<file path="src/rtl/sc_frogregister.sv">
// Frog position register for a frogger-style game: one-hot column, row, goal pulse and level count.
// Optional build macro FROGGER_WRAP_EN makes the column wrap around at both edges instead of saturating.
module sc_frogregister (
  input  logic       SC_FROGREGISTER_CLOCK_50,
  input  logic       SC_FROGREGISTER_RESET_InHigh,
  input  logic       SC_FROGREGISTER_clear_InLow,
  input  logic       SC_FROGREGISTER_init_InLow,
  input  logic       SC_FROGREGISTER_load0_InLow,
  input  logic       SC_FROGREGISTER_load1_InLow,
  input  logic [1:0] SC_FROGREGISTER_shiftselection_In,
  output logic [7:0] SC_FROGREGISTER_data_Out,
  output logic [2:0] SC_FROGREGISTER_row_Out,
  output logic       SC_FROGREGISTER_bottomsidecomparator_OutLow,
  output logic       SC_FROGREGISTER_goal_Out,
  output logic [3:0] SC_FROGREGISTER_level_Out,
  output logic [1:0] dbg_state
);

  typedef enum logic [1:0] {
    IDLE = 2'd0,
    PLAY = 2'd1,
    GOAL = 2'd2
  } state_t;

  localparam logic [7:0] START_COL = 8'b0001_0000;
  localparam logic [2:0] TOP_ROW   = 3'd6;
  localparam logic [2:0] GOAL_ROW  = 3'd7;
  localparam logic [3:0] LEVEL_MAX = 4'd15;

  state_t     state;
  logic [7:0] data;
  logic [2:0] row;
  logic       goal;
  logic [3:0] level;

  // Edge behaviour of the column is the only thing the wrap option changes.
  function automatic logic [7:0] move_left(input logic [7:0] col);
    logic [7:0] res;
    res = col;
    if (!col[7]) res = {col[6:0], 1'b0};
`ifdef FROGGER_WRAP_EN
    else res = 8'h01;
`endif
    return res;
  endfunction

  function automatic logic [7:0] move_right(input logic [7:0] col);
    logic [7:0] res;
    res = col;
    if (!col[0]) res = {1'b0, col[7:1]};
`ifdef FROGGER_WRAP_EN
    else res = 8'h80;
`endif
    return res;
  endfunction

  always_ff @(posedge SC_FROGREGISTER_CLOCK_50 or posedge SC_FROGREGISTER_RESET_InHigh) begin
    if (SC_FROGREGISTER_RESET_InHigh) begin
      state <= IDLE;
      data  <= 8'h00;
      row   <= 3'd0;
      goal  <= 1'b0;
      level <= 4'd0;
    end else if (!SC_FROGREGISTER_clear_InLow) begin
      state <= IDLE;
      data  <= 8'h00;
      row   <= 3'd0;
      goal  <= 1'b0;
      level <= 4'd0;
    end else begin
      case (state)
        GOAL: begin
          // The goal cycle always ends with the frog back at the start.
          state <= PLAY;
          data  <= START_COL;
          row   <= 3'd0;
          goal  <= 1'b0;
        end
        default: begin
          goal <= 1'b0;
          if (!SC_FROGREGISTER_init_InLow) begin
            state <= PLAY;
            data  <= START_COL;
            row   <= 3'd0;
          end else if (state == PLAY) begin
            if (!SC_FROGREGISTER_load0_InLow) begin
              if (row == TOP_ROW) begin
                state <= GOAL;
                row   <= GOAL_ROW;
                goal  <= 1'b1;
                if (level != LEVEL_MAX) level <= level + 4'd1;
              end else begin
                row <= row + 3'd1;
              end
            end else if (!SC_FROGREGISTER_load1_InLow) begin
              if (row != 3'd0) row <= row - 3'd1;
            end else if (SC_FROGREGISTER_shiftselection_In == 2'b01) begin
              data <= move_left(data);
            end else if (SC_FROGREGISTER_shiftselection_In == 2'b10) begin
              data <= move_right(data);
            end
          end
        end
      endcase
    end
  end

  assign SC_FROGREGISTER_data_Out                    = data;
  assign SC_FROGREGISTER_row_Out                     = row;
  assign SC_FROGREGISTER_bottomsidecomparator_OutLow = |row;
  assign SC_FROGREGISTER_goal_Out                    = goal;
  assign SC_FROGREGISTER_level_Out                   = level;
  assign dbg_state                                   = state;

endmodule
</file>
<file path="config.mk">
export PLATFORM = sky130hd
export DESIGN_NAME = sc_frogregister
export DESIGN_NICKNAME = d
export VERILOG_FILES = /design/src/rtl/sc_frogregister.sv
export SDC_FILE = /design/constraint.sdc
export NUM_CORES = 1
export LEC_CHECK = 0
export CORE_ASPECT_RATIO = 0.9
export CORE_MARGIN = 2
export CORE_UTILIZATION = 44
export CTS_CLUSTER_DIAMETER = 150
export DETAILED_ROUTE_END_ITERATION = 8
export PLACE_DENSITY = 0.8
export SLEW_MARGIN = 10
export SYNTH_ARGS = -nofsm -noshare
export SYNTH_HDL_FRONTEND = slang
export SYNTH_SLANG_ARGS = --single-unit
</file>
<file path="constraint.sdc">
create_clock -name SC_FROGREGISTER_CLOCK_50 -period 1.6 [get_ports SC_FROGREGISTER_CLOCK_50]
set_clock_uncertainty 0.15 [all_clocks]
set_input_delay 0.16 -clock SC_FROGREGISTER_CLOCK_50 [delete_from_list [all_inputs] [get_ports SC_FROGREGISTER_CLOCK_50]]
set_output_delay 0.16 -clock SC_FROGREGISTER_CLOCK_50 [all_outputs]
set_load 0.005 [all_outputs]
</file>
==> results.sh <==
export IMPL_r2r_slack_ps=-140
export IMPL_vias=1231
export IMPL_post_route_min_period_ps=1740
export IMPL_drv_slew=0
export IMPL_period_share_pct=109
export IMPL_drc=3
export IMPL_antennaDiodeCount=0
export IMPL_antenna_found_initial=0
export IMPL_layout_drive_gt1_share_pct=46.2
export IMPL_path_clk_slew_ps=120
export IMPL_status="complete, but fails checks"
export IMPL_pwr_share_seq_pct=43.2
export IMPL_rr_startpoint="dbg_state[0]"
export IMPL_switching_share_pct=29.9
export IMPL_nets=202
export IMPL_synth_nets=136
export IMPL_cts_max_level=1
export IMPL_gr_total_overflow=0
export IMPL_yosysMostFrequentCell="dfrtp_1"
export IMPL_drt_initial_drc_count=74
export IMPL_grt_max_degree=19
export IMPL_viasPerCell=5.81
export IMPL_place_gp_congestion=0.826
export IMPL_slew_headroom_pct=76.8
export IMPL_dr_pass1_iters=6
export IMPL_synth_area_leader_cell="dfrtp_1"
export IMPL_finalHoldViolations=0
export IMPL_netlist_area_um2=1180
export IMPL_reg2regPathDepth=7
export IMPL_hpwlAfterDp_mm=2.26
export IMPL_ys_warn_count=0
export IMPL_critPathLaunch="dbg_state[0]"
export IMPL_crit_fanout=3
export IMPL_synth_top_area_share_pct=38.0
export IMPL_ir_drop_v=0.000400
export IMPL_finalPower_w=0.00110
export IMPL_synth_edf_count=0
export IMPL_wl_per_cell_um=17.5
export IMPL_synthTopCellsByArea="dfrtp_1 (38%), ha_1 (9.5%), inv_1 (4.4%)"
export IMPL_io_pins=27
export IMPL_clk_latency_ps=300
export IMPL_synth_cells=119
export IMPL_grt_pass1_vias=1150
export IMPL_ys_seq_area_share_pct=38.0
export IMPL_grt_usage_pct=20.8
export IMPL_start_util_pct=47.2
export IMPL_rsz0062_at_grt="true"
export IMPL_cp_arrival_ps=1790
export IMPL_finalSetupViolCount=14
export IMPL_clock_sinks=18
export IMPL_p_per_area_nw_per_um2=547
export IMPL_clockBufferDepth=2
export IMPL_synth_ff_type="dfrtp_1"
export IMPL_portBuffers=26
export IMPL_synth_cell_types=39
export IMPL_worstSetupEndpoint="SC_FROGREGISTER_level_Out[2]"
export IMPL_root_buffer="clkbuf_4"
export IMPL_path_class="reg2reg"
export IMPL_n_fill_cell=145
export IMPL_regToRegEndpoint="SC_FROGREGISTER_level_Out[2]"
export IMPL_ant_nets=0
export IMPL_cp_start_kind="register"
export IMPL_drv_cap=0
export IMPL_synth_seq_cells=18
export IMPL_grt_pass1_wl_mm=4.93
export IMPL_row_count=17
export IMPL_max_clock_freq_mhz=574
export IMPL_stdcell_area_um2=2010
export IMPL_critPathCaptureType="register"
export IMPL_syn2layout_area_growth_pct=69.7
export IMPL_cp_required_ps=1640
export IMPL_wl_mm=3.71
export IMPL_comb_power_share_pct=30.1
export IMPL_worst_pin_slew_ps=347
export IMPL_die_y_um=53.2
export IMPL_violations="DRC, setup timing"
export IMPL_synthArstFlopShare_pct=100
export IMPL_p_int_w=0.000771
export IMPL_synth_area_per_cell_um2=9.96
export IMPL_cts_made_buffers=3
export IMPL_synthTopCellsByCount="dfrtp_1 (18), inv_1 (14), ha_1 (9), nor2_1 (9), a21oi_1 (8)"
export IMPL_placed_area_um2=1650
export IMPL_setup_ws_ps=-142
export IMPL_cts_tree="built"
export IMPL_core_um2=2510
export IMPL_hold_class="in2async"
export IMPL_die_area_um2=3120
export IMPL_leakage_nw=0.967
export IMPL_p_switching_w=0.000329
export IMPL_p_clk_share_pct=26.7
export IMPL_die_w_um=58.7
export IMPL_hold_buffers=0
[kinds of logic after synthesis]
family                     after synthesis  synth area share, %
AOI/OAI and AO/OA                       38                 25.5
xor gates and xnor gates                 2                 1.48
adders and majority gates                9                 9.50
buffers and inverters                   18                 6.65
DFF                                     18                 38.0
muxes                                    2                 1.69
and+or+nand+nor                         32                 17.2
[power groups by stage]
stage | logic (W) | registers [W] | clock network (W)
after floorplan | 0.000120 | 0.000488 | 0
after global placement | 0.000232 | 0.000483 | 0
after detailed placement | 0.000243 | 0.000483 | 0
after CTS | 0.000254 | 0.000475 | 0.000289
after global routing | 0.000356 | 0.000477 | 0.000314
final | 0.000331 | 0.000476 | 0.000294
[how the worst min path moves through the flow]
stage,start,slack [ps],to,cells after the start
2_1_floorplan,SC_FROGREGISTER_RESET_InHigh,-50,SC_FROGREGISTER_data_Out[0],1
3_3_place_gp,SC_FROGREGISTER_RESET_InHigh,340,SC_FROGREGISTER_goal_Out,3
3_5_place_dp,SC_FROGREGISTER_RESET_InHigh,360,SC_FROGREGISTER_data_Out[3],3
4_1_cts,SC_FROGREGISTER_RESET_InHigh,30,SC_FROGREGISTER_data_Out[4],3
5_1_grt,SC_FROGREGISTER_RESET_InHigh,30,SC_FROGREGISTER_row_Out[2],3
6_report,SC_FROGREGISTER_RESET_InHigh,20,SC_FROGREGISTER_data_Out[0],3
[state kept, by name (all words and copies together) (netlist names)]
name,cells
dbg_state,2
SC_FROGREGISTER_row_Out,3
SC_FROGREGISTER_goal_Out,1
SC_FROGREGISTER_data_Out,8
SC_FROGREGISTER_level_Out,4
[cell type report]
cell class	count	area [um2]	area share, %
repair buffers	65	571	28.4
inverters	14	52.6	2.61
flip-flops and latches	18	459	22.8
multi-input cells	83	857	42.6
well taps	28	35.0	1.74
clock buffers	4	36.3	1.80
[per-layer routing]
layer	share of wire, %	track usage (%)	vias up
met5	0	0	-
met4	2.2	3.79	0
met3	5.0	3.67	10
met2	51	39.0	44
met1	42	25.2	601
li1	-	-	576
[metrics by stage]
step	setup WS (ps)	hold WS [ps]	utilization, %	TNS [ps]	instances
6_report	-142	17.0	80.1	-1070	212
2_1_floorplan	-29.9	-51.4	-	-29.9	119
3_3_place_gp	-262	339	65.8	-2360	192
3_5_place_dp	-355	359	65.8	-3140	192
4_1_cts	-120	27.5	72.6	-1010	205
5_1_grt	-198	32.7	80.1	-1860	212
[cell usage in the layout (no fill, tap or decap), drive strengths merged, types with 3 or more instances in the layout]
master and n:
nand3b 3, ha 9, o2bb2ai 6, a21oi 8
nor3b 4, clkdlybuf4s50 19, inv 14, dlymetal6s2s 4
dfrtp 18, nor3 4, clkbuf 5, buf 39
a31oi 3, nor2 9, o21ai 7
[repair_timing]
item,in CTS,in global routing
resized for setup,22,38
setup endpoints to repair,20,24
pin swaps,5,9
setup buffers,9,7
[worst max-delay path, cell delays in order, from the launching register on]
cell	delay, ps
dfrtp_1	420
buf_4	150
ha_1	180
nand3b_1	160
buf_4	160
nor2_4	40
and4_1	190
nor3_1	180
(Power assumes the default switching activity.)
